File: src/rtl/channel_sar_ctrl.sv
// rtl/channel_sar_ctrl.sv - per-channel trigger, sample/hold, SAR conversion and output register.
// Optional hit synchronizer: define CHANNEL_SAR_CTRL_HIT_SYNC_EN.
module channel_sar_ctrl #(
  parameter int ADCBITS       = 10,
  parameter int TS_BITS       = 24,
  parameter int SAMPLE_CYCLES = 2,
  parameter int RESET_CYCLES  = 4
) (
  input  logic               clk,
  input  logic               reset,
  input  logic               enable,
  input  logic               hit,
  input  logic               ext_trigger,
  input  logic               comp,
  input  logic [TS_BITS-1:0] timestamp,
  output logic               sample,
  output logic               strobe,
  output logic               csa_reset,
  output logic [ADCBITS-1:0] dac_word,
  output logic [ADCBITS-1:0] adc_word,
  output logic [TS_BITS-1:0] ts_word,
  output logic               data_valid,
  input  logic               data_ready,
  output logic               busy
);

  typedef enum logic [2:0] {IDLE, SAMPLE, STROBE, DECIDE, WRITE, RESET_CSA} state_t;

  localparam int CNT_MAX = (SAMPLE_CYCLES > RESET_CYCLES) ? SAMPLE_CYCLES : RESET_CYCLES;
  localparam int CNT_W   = $clog2(CNT_MAX + 1);
  localparam logic [ADCBITS-1:0] TRIAL_MSB = ADCBITS'(1) << (ADCBITS - 1);

  state_t             state;
  logic [CNT_W-1:0]   cnt;
  logic [ADCBITS-1:0] result;
  logic [ADCBITS-1:0] trial;
  logic [TS_BITS-1:0] ts_cap;
  logic               hit_s;
  logic               trig;
  logic               load;
  logic [ADCBITS-1:0] res_upd;
  logic [ADCBITS-1:0] trial_nxt;

`ifdef CHANNEL_SAR_CTRL_HIT_SYNC_EN
  logic [1:0] hit_sync;

  always_ff @(posedge clk or posedge reset) begin
    if (reset) begin
      hit_sync <= 2'b00;
    end else begin
      hit_sync <= {hit_sync[0], hit};
    end
  end

  assign hit_s = hit_sync[1];
`else
  assign hit_s = hit;
`endif

  assign trig      = enable & (hit_s | ext_trigger);
  assign load      = (state == WRITE) && (!data_valid || data_ready);
  assign res_upd   = comp ? (result | trial) : result;
  assign trial_nxt = trial >> 1;

  always_ff @(posedge clk or posedge reset) begin
    if (reset) begin
      state      <= RESET_CSA;
      cnt        <= CNT_W'(RESET_CYCLES - 1);
      result     <= '0;
      trial      <= '0;
      ts_cap     <= '0;
      sample     <= 1'b0;
      strobe     <= 1'b0;
      csa_reset  <= 1'b1;
      dac_word   <= '0;
      adc_word   <= '0;
      ts_word    <= '0;
      data_valid <= 1'b0;
      busy       <= 1'b1;
    end else begin
      // A load on the same edge as a drain wins, so the register stays full.
      if (load) begin
        adc_word   <= result;
        ts_word    <= ts_cap;
        data_valid <= 1'b1;
      end else if (data_ready) begin
        data_valid <= 1'b0;
      end

      case (state)
        IDLE: begin
          if (trig) begin
            ts_cap <= timestamp;
            result <= '0;
            trial  <= TRIAL_MSB;
            cnt    <= CNT_W'(SAMPLE_CYCLES - 1);
            sample <= 1'b1;
            busy   <= 1'b1;
            state  <= SAMPLE;
          end
        end
        SAMPLE: begin
          if (cnt == '0) begin
            sample   <= 1'b0;
            strobe   <= 1'b1;
            dac_word <= result | trial;
            state    <= STROBE;
          end else begin
            cnt <= cnt - 1'b1;
          end
        end
        STROBE: begin
          strobe <= 1'b0;
          state  <= DECIDE;
        end
        DECIDE: begin
          result <= res_upd;
          trial  <= trial_nxt;
          if (trial[0]) begin
            dac_word <= '0;
            state    <= WRITE;
          end else begin
            strobe   <= 1'b1;
            dac_word <= res_upd | trial_nxt;
            state    <= STROBE;
          end
        end
        WRITE: begin
          if (load) begin
            csa_reset <= 1'b1;
            cnt       <= CNT_W'(RESET_CYCLES - 1);
            state     <= RESET_CSA;
          end
        end
        RESET_CSA: begin
          if (cnt == '0) begin
            csa_reset <= 1'b0;
            busy      <= 1'b0;
            state     <= IDLE;
          end else begin
            cnt <= cnt - 1'b1;
          end
        end
        default: begin
          csa_reset <= 1'b1;
          cnt       <= CNT_W'(RESET_CYCLES - 1);
          busy      <= 1'b1;
          state     <= RESET_CSA;
        end
      endcase
    end
  end

endmodule
File: config.mk
export PLATFORM = sky130hd
export DESIGN_NAME = channel_sar_ctrl
export DESIGN_NICKNAME = d
export VERILOG_FILES = /design/src/rtl/channel_sar_ctrl.sv
export SDC_FILE = /design/constraint.sdc
export NUM_CORES = 1
export LEC_CHECK = 0
export CORE_UTILIZATION = 39
export CTS_BUF_LIST = sky130_fd_sc_hd__clkbuf_4
export DETAILED_ROUTE_END_ITERATION = 10
export SLEW_MARGIN = 20
export SYNTH_ARGS = -nofsm -noshare
export SYNTH_HDL_FRONTEND = slang
export SYNTH_SLANG_ARGS = --single-unit
File: constraint.sdc
create_clock -name clk -period 6.3 [get_ports clk]
set_clock_uncertainty 0.05 [all_clocks]
set_input_delay 1.89 -clock clk [delete_from_list [all_inputs] [get_ports clk]]
set_output_delay 1.89 -clock clk [all_outputs]
set_load 0.05 [all_outputs]
---- Word level (Yosys, flattened, before mapping) ----
Cells that the tools add are included.
storage, ports and cells
  bits in registers ....................... 99
  logic and storage cells ................. 83
  output and inout port bits .............. 49
cells by class
  bitwise gates (word level) .............. 7
  reductions and logical operators ........ 23
  eq/ne operators ......................... 11
  add/subtract/negate cells ............... 1
  multiplexer cells ....................... 28
operators by type and width
  operator                                                                number
  10-bit one-hot mux with 2 select lines                                  3
  10-bit two-way mux                                                      5
  3-bit two-way mux                                                       7
  3-bit one-hot mux with 6 select lines                                   1
  2-bit != test (second input constant)                                   6
  3-bit one-hot mux with 4 select lines                                   1
  3-bit AND reduction                                                     4
  10-bit OR                                                               1
  10-bit by 9-bit OR with 10-bit output                                   1
  1-bit one-hot mux with 3 select lines                                   3
  4-bit AND reduction                                                     2
  2-bit nonzero test                                                      4
  4-bit OR reduction                                                      2
  1-bit two-way mux                                                       7
  3-bit by 2-bit equality test with 1-bit output (second input constant)  2
  3-bit equality test (second input constant)                             2
  3-bit zero test                                                         2
  2-bit AND reduction                                                     3
  2-bit OR reduction                                                      2
  3-bit by 1-bit equality test with 1-bit output (second input constant)  1
  1-bit inverter                                                          3
  3-bit nonzero test                                                      1
  3-bit by 1-bit subtractor with 3-bit output (second input constant)     1
  1-bit one-hot mux with 2 select lines                                   1
  other kinds (5)                                                         5

---- Longest topological paths before layout ----
Gate-level depths: netlist of run 1.
  word-level depth ........................ 5
  gate-level depth with buffers ........... 7
  gate-level depth less buffers ........... 7

---- Worst setup path before layout of run 1 ----
No wires, ideal clock.
  path type ............................... input to register
  start point ............................. input port data_ready
  end point ............................... register adc_word[0]
  path buffers ............................ 1
  stages .................................. 4
  arrival ................................. 2.760 ns
  setup slack ............................. 3.362 ns
  library setup time ...................... 0.128 ns
  cell sequence ........................... nand2b_1 > nand3_4 > buf_2 > mux2_1
on the way
  longest elaborated chain between the ends .. 2
ends and longest elaborated chain
  what                  line  RTL
  start, declared       23    input logic data_ready,
  1-bit logical OR      61    assign load = (state == WRITE) && (!data_valid || data_ready);
  1-bit logical AND     61
  end signal, assigned  83    adc_word <= result;
  end, declared         20    output logic [ADCBITS-1:0] adc_word,
No other way between the ends.
A chain may end at the register's enable or synchronous reset.

---- Worst setup path after layout of run 1 ----
  start point ............................. register csa_reset
  end point ............................... output port csa_reset
RTL lines
  what                    line  RTL
  start, declared         18    output logic csa_reset,
  start signal, assigned  74    csa_reset <= 1'b1;
  start signal, assigned  130   csa_reset <= 1'b1;
  start signal, assigned  137   csa_reset <= 1'b0;
No word-level cell between the ends.

==> results of run 1 <==
synthesized netlist by cell type (all sizes together) (3+ instances only):
cell	instances	area share
buf	16	0.027
a21oi	34	0.041
dfrtp	93	0.56
o21ai	24	0.029
clkbuf	6	0.0054
inv	15	0.014
nand2	95	0.086
nand3	11	0.016
o32a	9	0.022
nor2	18	0.019
dfstp	6	0.038
mux2	34	0.092
nand2b	3	0.0051
registers in the layout, summed over array words and instances (netlist names):
name / cells
ts_cap: 24
ts_word: 24
adc_word: 10
dac_word: 10
result: 10
trial: 10
cnt: 3
state: 3
busy: 1
csa_reset: 1
data_valid: 1
sample: 1
strobe: 1
through the flow:
stage,hold WS [ns],util,instances
floorplan,0.388,-,384
global placement,0.400,0.483,580
detailed placement,0.405,0.483,580
CTS,0.438,0.501,595
global route,0.462,0.501,595
finish,0.436,0.501,595
area by class of cell:
type	count	area, µm²	area share
clock buffer	9	67.6	0.0131
clock inverter	6	114	0.0220
inverter	15	58.8	0.0114
multi-input combinational	248	1460	0.283
sequential	99	2480	0.480
tap	136	170	0.0329
timing repair buffer	82	813	0.157
logic make-up after synthesis:
logic type	after synthesis	share of synthesized area
AOI/OAI and AO/OA	77	0.111
DFF	99	0.600
adders and majority gates	2	0.00604
muxes	35	0.0949
buffers and inverters	37	0.0465
and+or+nand+nor	134	0.142
per-layer routing:
layer | share of wire | wire, µm | up-vias
met5 | 0 | 0 | -
met4 | 0.012 | 105 | 0
met3 | 0.039 | 334 | 10
met2 | 0.44 | 3720 | 79
met1 | 0.51 | 4390 | 1378
li1 | - | - | 1451
worst paths after layout:
kind,depth (start not counted),slack [ns],to
min in group asynchronous,2,1.94,adc_word[4]$_DFFE_PP0P_
setup reg to reg,3,3.87,dac_word[9]$_DFFE_PP0P_
setup / recovery,1,2.54,csa_reset
hold / removal,2,0.44,ts_cap[11]$_DFFE_PP0P_
hold reg to reg,2,0.44,ts_cap[11]$_DFFE_PP0P_
max in group asynchronous,3,3.31,busy$_DFFE_PP1P_
power by group:
| group | leakage (µW) | internal (µW) | total (µW) | switching, µW |
|---|---|---|---|---|
| Clock | 0.0000886 | 200 | 410 | 210 |
| Combinational | 0.00108 | 447 | 1220 | 776 |
| Sequential | 0.00125 | 894 | 1100 | 203 |
| Total | 0.00241 | 1540 | 2730 | 1190 |
==> metrics, run 1 <==
Via density=4.90; DRC errors left=0; Cell Area, Placed=0.00499 mm²; Port Buffers=79; M2 GR Usage=0.242; number of global-route vias before repair=2831; proportion of synthesized chip area in sequential cells=0.600; Num CTS Buffers=9; GR peak layer=met1; syn nets=417; met3 Use GR=0.0287; CTS max path bufs=2; MaxCap Viol Count=0; Final ANT Viol Nets=0; Worst EP arrival=1.82 ns; worst-path fanout max=4; #FFs+latches synth=99; largest net degree at the start of global routing=72; CTS tree=built; Worst Setup End Kind=output port; routed vias=2918; worst slew pin tran=0.924 ns; crit path buf inv count=1; Hold-fix buffers, CTS=0; Netlist cell types=37; Critical Path, Cell by Cell=clkdlybuf4s50_1; Worst setup SP type=flip-flop; worst min path class=reg -> reg; PD cells=528 mW/mm²; H-tree depth=3; Total Routing Usage GR=0.165; family with the most delay on the worst path=buffers and inverters; Pleak=0.00241 µW; critical path class=reg -> out; status=completed; CTS resizes=0; I/O pin count=80; Congestion Overflow GR=0; min-delay src=ts_cap[11]$_DFFE_PP0P_; RSZ-0062 raised after global routing=no; EDFF count, synth=0; Post-synth ARST share=1.00; Final setup viols=0; mapped cell area=0.00414 mm²; first-pass GRT wire length=14400 µm; Die Ht=105 µm; filler cell count in the final layout=975; Peak VDD IR=276 µV; most frequent cells in the layout=95 x nand2_1, 93 x dfrtp_1, 79 x clkdlybuf4s50_1; die area=0.0110 mm²; P&R area growth vs syn=24.9%; Top FF cell, synth=dfrtp_1; num rows=37; worst r2r src=state[1]$_DFFE_PP0P_; total power=2730 µW; post-route minimum period=3.76 ns; total negative slack=0 ns; Initial Utilization=0.401; gate count of the mapped netlist=384; # diodes=0; pre-CTS WS=2.60 ns; dpl hpwl=5700 µm; CP required=4.36 ns; worst-skew pair later-pin latency=0.43 ns; core box area=0.0103 mm²; met1 usage=0.248; Pre-antenna DRT Iters=4; First DRT Iteration DRCs=121; Finished Cell Area=0.00517 mm²; Post-Route WL=8550 µm; Worst path slowest cell=clkdlybuf4s50_1; antenna violations before repair=0; slowest stage delay, CP=0.80 ns; Clock transition at path regs=0.15 ns; Crit. Startpoint=csa_reset$_DFFE_PP1P_; gpl congestion=0.772; max_slew headroom=0.382; nets=488; chip width=105 µm; Final Cycle Share=0.597; number of hold violations in the final report=0; routed len/inst=14.4 µm; Avg Inst Size Synth=10.8 µm²; commonest non-fill, non-tap cell in the layout=nand2_1; Sink Count=99; Yosys Warn Count=0; pins over their slew limit=0; postcts setup bufs=0; CTS Root Cell=clkbuf_4; share of post-route cells with drive strength above 1=0.0675; FMAX=266 MHz; Worst Slack Setup Final=2.54 ns
(Power assumes the default switching activity.)
==> inputs of run 2 (changes only) <==
--- a/config.mk
+++ b/config.mk
@@ -8,6 +8,7 @@
 export CORE_UTILIZATION = 39
 export CTS_BUF_LIST = sky130_fd_sc_hd__clkbuf_4
 export DETAILED_ROUTE_END_ITERATION = 10
+export PLACE_DENSITY = 0.65
 export SLEW_MARGIN = 20
 export SYNTH_ARGS = -nofsm -noshare
 export SYNTH_HDL_FRONTEND = slang
==> constraint.sdc (replaced) <==
create_clock -name clk -period 3.2 [get_ports clk]
set_clock_uncertainty 0.05 [all_clocks]
set_input_delay 0.96 -clock clk [delete_from_list [all_inputs] [get_ports clk]]
set_output_delay 0.96 -clock clk [all_outputs]
set_load 0.05 [all_outputs]
==> run 2 against run 1 <==
Against the previous run:
- clock-buffer cell count up 2
- combinational power grew 98%
- cell count increased by 0.34%
- via count is the same
- sequential cell count is the same
- non-clock buffer count is 1 higher
- global-route usage decreased by 0.53 points
- first-iteration DRC count grew 53%
- critical path depth is the same
- final area decreased by 0.31%
- core utilization shrank 0.16 points
- hold slack worse by 0.0015 ns
- critical endpoint unchanged
- highest routed layer unchanged
==> metrics, run 2 (synthesis gave the netlist of run 1 again) <==
H-tree depth=3; routed len/inst=13.9 µm; Final ANT Viol Nets=0; Initial Utilization=0.401; total negative slack=0 ns; Via density=4.89; die area=0.0110 mm²; number of hold violations in the final report=0; I/O pin count=80; worst min path class=reg -> reg; FMAX=354 MHz; pins over their slew limit=0; cell count of the worst reg-to-reg path=7; Final setup viols=0; Worst setup SP type=flip-flop; share of post-route cells with drive strength above 1=0.0716; worst-skew pair later-pin latency=0.43 ns; CTS max path bufs=2; largest net degree at the start of global routing=100; Num CTS Buffers=9; filler cell count in the final layout=922; First DRT Iteration DRCs=185; Worst EP arrival=1.82 ns; Clock transition at path regs=0.16 ns; slowest stage delay, CP=0.80 ns; number of global-route vias before repair=2847; max_slew headroom=0.503; DRC errors left=0; core box area=0.0103 mm²; Worst path slowest cell=clkdlybuf4s50_1; Hold EP=ts_cap[5]$_DFFE_PP0P_; Die Ht=105 µm; Total Routing Usage GR=0.160; Hold-fix buffers, CTS=0; R2R Path End=cnt[2]$_DFFE_PP0P_; Pleak=0.00240 µW; PD cells=1010 mW/mm²; Port Buffers=79; Worst Setup End Kind=output port; Final Cycle Share=0.884; worst r2r src=cnt[0]$_DFFE_PP1P_; P&R area growth vs syn=24.5%; crit path buf inv count=1; RSZ-0062 raised after global routing=no; CP required=2.19 ns; postcts setup bufs=0; Cell Area, Placed=0.00501 mm²; routed vias=2918; commonest non-fill, non-tap cell in the layout=nand2_1; Peak VDD IR=362 µV; Hold Path Stages=2; antenna violations before repair=0; min-delay src=ts_cap[5]$_DFFE_PP0P_; Critical Path, Cell by Cell=clkdlybuf4s50_1; MaxCap Viol Count=0; num rows=37; most frequent cells in the layout=95 x nand2_1, 93 x dfrtp_1, 79 x clkdlybuf4s50_1; Sink Count=99; worst slew pin tran=0.746 ns; Post-Route WL=8300 µm; CTS resizes=0; nets=489; family with the most delay on the worst path=buffers and inverters; status=completed; post-route minimum period=2.83 ns; gpl congestion=0.736; reg-to-reg slack, setup=1.10 ns; Congestion Overflow GR=0; first-pass GRT wire length=14100 µm; dpl hpwl=5490 µm; CTS tree=built; # diodes=0; CTS Root Cell=clkbuf_4; Pre-antenna DRT Iters=4; chip width=105 µm; worst-path fanout max=4; critical path class=reg -> out; Finished Cell Area=0.00516 mm²; biggest regs=ts_cap x24, ts_word x24
## run 2: changes by cell type in the layout (fill, tap and decap cells not counted), sizes merged
| cell | delta |
|---|---|
| bufinv | -2 |
| clkbuf | +2 |
| clkinvlp | +2 |
| buf | +1 |
| inv | -1 |
## run 2: routing by layer
layer,wire length (µm),share of wire,track usage,vias up
li1,-,-,-,1446
met1,4180,0.50,0.232,1381
met2,3630,0.44,0.237,83
met3,380,0.046,0.0337,8
met4,106,0.013,0.0573,0
met5,0,0,0,-
## run 2: layout make-up
type	instances	area (µm²)	area share
clock inverters	5	61.3	0.0119
clock buffers	11	82.6	0.0160
repair buffers	83	833	0.162
well taps	136	170	0.0330
flip-flops and latches	99	2480	0.482
inverters	15	60.1	0.0116
multi-input cells	248	1460	0.284
## run 2: how the worst max path moves through the flow
stage	from	end	slack, ns	cells past startpoint
floorplan	reset	adc_word[0]$_DFFE_PP0P_	1.02	1
global placement	data_ready	ts_word[19]$_DFFE_PP0P_	0.49	4
detailed placement	data_ready	ts_word[3]$_DFFE_PP0P_	0.45	4
CTS	csa_reset$_DFFE_PP1P_	csa_reset	0.35	1
global route	csa_reset$_DFFE_PP1P_	csa_reset	0.31	1
finish	csa_reset$_DFFE_PP1P_	csa_reset	0.37	1
## run 2: power by group
group          total, µW  leakage, µW  switching [µW]  internal [µW]
sequential          2160      0.00125             400           1760
combinational       2410      0.00108            1520            890
clock                662    0.0000697             403            259
## run 2: through the flow
step / setup slack (ns) / utilization / power (µW) / hold WS [ns] / std cells
after floorplan: 1.02 / - / 3910 / 0.388 / 384
after global placement: 0.493 / 0.486 / 4550 / 0.400 / 581
after detailed placement: 0.448 / 0.486 / 4600 / 0.405 / 581
after CTS: 0.346 / 0.499 / 5290 / 0.440 / 597
after global routing: 0.313 / 0.499 / 5600 / 0.457 / 597
final: 0.372 / 0.499 / 5230 / 0.435 / 597
## run 2: tightest hold or removal path: stages (launching register included)
cell	delay (ns)
dfrtp_1	0.36
nand2_1	0.05
nand2_1	0.05
==> edit: new RTL, settings of run 1 <==
Build with the macro `CHANNEL_SAR_CTRL_HIT_SYNC_EN` defined.
--- a/src/rtl/channel_sar_ctrl.sv
+++ b/src/rtl/channel_sar_ctrl.sv
@@ -1,4 +1,6 @@
 // rtl/channel_sar_ctrl.sv - per-channel trigger, sample/hold, SAR conversion and output register.
 // Optional hit synchronizer: define CHANNEL_SAR_CTRL_HIT_SYNC_EN.
+`define CHANNEL_SAR_CTRL_HIT_SYNC_EN
+
 module channel_sar_ctrl #(
   parameter int ADCBITS       = 10,
Behaviour: not the same (Yosys sat finds a counterexample within 10 cycles, from zero or initial values and one cycle with reset high).
==> edit against run 1 <==
Critical path depth did not move; sequential cell count rose by 2; die area rose by 3.2%; final area rose by 1.7%; maximum frequency fell by 0.12%; worst setup slack got worse by 0.0047 ns; clock power fell by 18%; area after synthesis rose by 3.3%; routed wire length rose by 0.67%; via count fell by 5.3%; count of clock-buffer cells in the layout rose by 1; total power fell by 5.8%; largest cell class unchanged.
==> edit: results (changes against run 1) <==
largest net degree at the start of global routing 69 (was 72); CTS max path bufs 2 (unchanged); Least-Margin Pin Slew 0.8284 ns (was 0.9242 ns); Remaining Overflow, GRT 0 (unchanged); Root Driver clkbuf_4 (unchanged); top flop regs ts_cap: 24 flops, ts_word: 24 flops (unchanged); DP HPWL 5410 um (was 5704 um); aggregate routed wire length 8611 um (was 8554 um); outcome finished clean (unchanged); R2R Path Start state[1] (unchanged); EDFF count, synth 0 (unchanged); crit-path max FO 4 (unchanged); Seq/Total Area, Yosys 59.26% (was 60.00%); worst skew pair latency around 0.44 ns; Cells after Synth 336 (was 384); clk slew on worst S/H paths about 0.16 ns; R2R cell count 4 (was 3); global-route wire length before repair 14370 um (was 14450 um); routability cong. 0.7709 (was 0.7719); CP delay by family, top buffers and inverters (unchanged); Synth area leader dfrtp_1 (unchanged); asr flop ratio synth 100.0% (unchanged); RR Endpoint dac_word[7] (was dac_word[9]); Post-DP Area 5125 sq um (was 4991 sq um); share of layout cells above drive strength 1 14.04% (was 6.754%); Hold Path Stages 0 (was 2); CTS Buf Count 9 (unchanged); Cell variety after synth 39 (was 37); worst vdd rail ir drop 238.6 uV (was 275.8 uV); # diodes 0 (unchanged); Seq. cell area 2535 sq um (was 2485 sq um); Hold EP hit_sync[1] (was ts_cap[11]); Post-Synthesis Net Count 369 (was 417); vias per std cell 5.031 (was 4.904); wire per inst 15.68 um (was 14.38 um); DR pass1 iterations 4 (unchanged); DRC marker count from the first detailed-route iteration 153 (was 121); net count reported at finish 441 (was 488); number of global-route vias before repair 2766 (was 2831); HP Class flip-flop to flip-flop (unchanged); gr usage total 16.16% (was 16.53%); Fillers 948 (was 975); Pleak 2.324 nW (was 2.414 nW); dominant cells by area after synthesis dfrtp_1 (56%), mux2_1 (10%), mux2_4 (6.7%), dfstp_2 (3.7%), a21oi_1 (3.0%) (was dfrtp_1 (56%), mux2_1 (9.2%), nand2_1 (8.6%), a21oi_1 (4.1%), dfstp_2 (3.8%)); Synth top cells by count dfrtp_1 (95), mux2_1 (38), nand2_1 (29) (was nand2_1 (95), dfrtp_1 (93), a21oi_1 (34), mux2_1 (34), o21ai_1 (20)); YS warnings 0 (unchanged); FF-to-FF setup slack 3.54 ns (was 3.87 ns); DP Cell Count 533 (was 580); hold wc startpoint hit_sync[0] (was ts_cap[11]); post-cts resize count 0 (unchanged)
-- edit: cell count changes in the layout (fill, tap and decap cells not counted), moves of 4 or more --
| cell | change |
|---|---|
| nand3_1 | -9 |
| a21oi_2 | +8 |
| a21oi_1 | -8 |
| mux2_4 | +19 |
| o22ai_1 | +18 |
| nand2_1 | -66 |
| o21ai_1 | -15 |
| mux2_1 | +4 |
-- edit: worst max-delay path by stage --
stage	to	cells after the start	slack, ns	startpoint
floorplan	adc_word[0]	1	1.72	reset
global placement	ts_cap[20]	5	2.20	ext_trigger
detailed placement	ts_cap[20]	5	2.14	ext_trigger
CTS	csa_reset	1	2.50	csa_reset
global route	csa_reset	1	2.47	csa_reset
finish	csa_reset	1	2.53	csa_reset
-- edit: where the power goes --
part           switching, mW  internal [mW]  total, mW
Clock                  0.211          0.126      0.337
Sequential             0.186          0.887       1.07
Combinational          0.686          0.477       1.16
Total                   1.08           1.49       2.57
-- edit: stage by stage --
step                      hold WS, ns  total power [mW]  setup slack, ns
after floorplan                0.2812             1.987            1.723
after global placement         0.2889             2.231            2.199
after detailed placement       0.2910             2.250            2.142
after CTS                      0.3272             2.597            2.500
after global routing           0.3375             2.745            2.472
final                          0.3201             2.573            2.532
-- edit: final cells by class --
class                   instances  share of cell area [%]
clock inverters                 6                   1.165
repair buffers                 81                   15.32
multi-input cells             199                   29.49
flip-flops and latches        101                   48.18
well taps                     136                   3.234
inverters                      16                   1.189
clock buffers                  10                   1.427
-- edit: cell families after synthesis --
family / after synthesis / synth area share, %
AOI/OAI and AO/OA: 79 / 12.26
DFF: 101 / 59.26
adders and majority gates: 2 / 0.5849
buffers and inverters: 36 / 4.504
muxes: 57 / 16.67
and+or+nand+nor: 61 / 6.727
-- edit: routing by layer --
layer	part of all wire, %	vias up	track usage, %
met5	0	-	0
met4	1.5	0	5.577
met3	4.7	12	2.918
met2	42	75	23.55
met1	51	1337	24.11
li1	-	1338	-
-- edit: worst reg2reg max path, delay by kind of cell, from the launching register on --
kind	cells	cell delay [ns]
flops	1	0.92
simple gates	2	1.38
compound gates	2	0.36
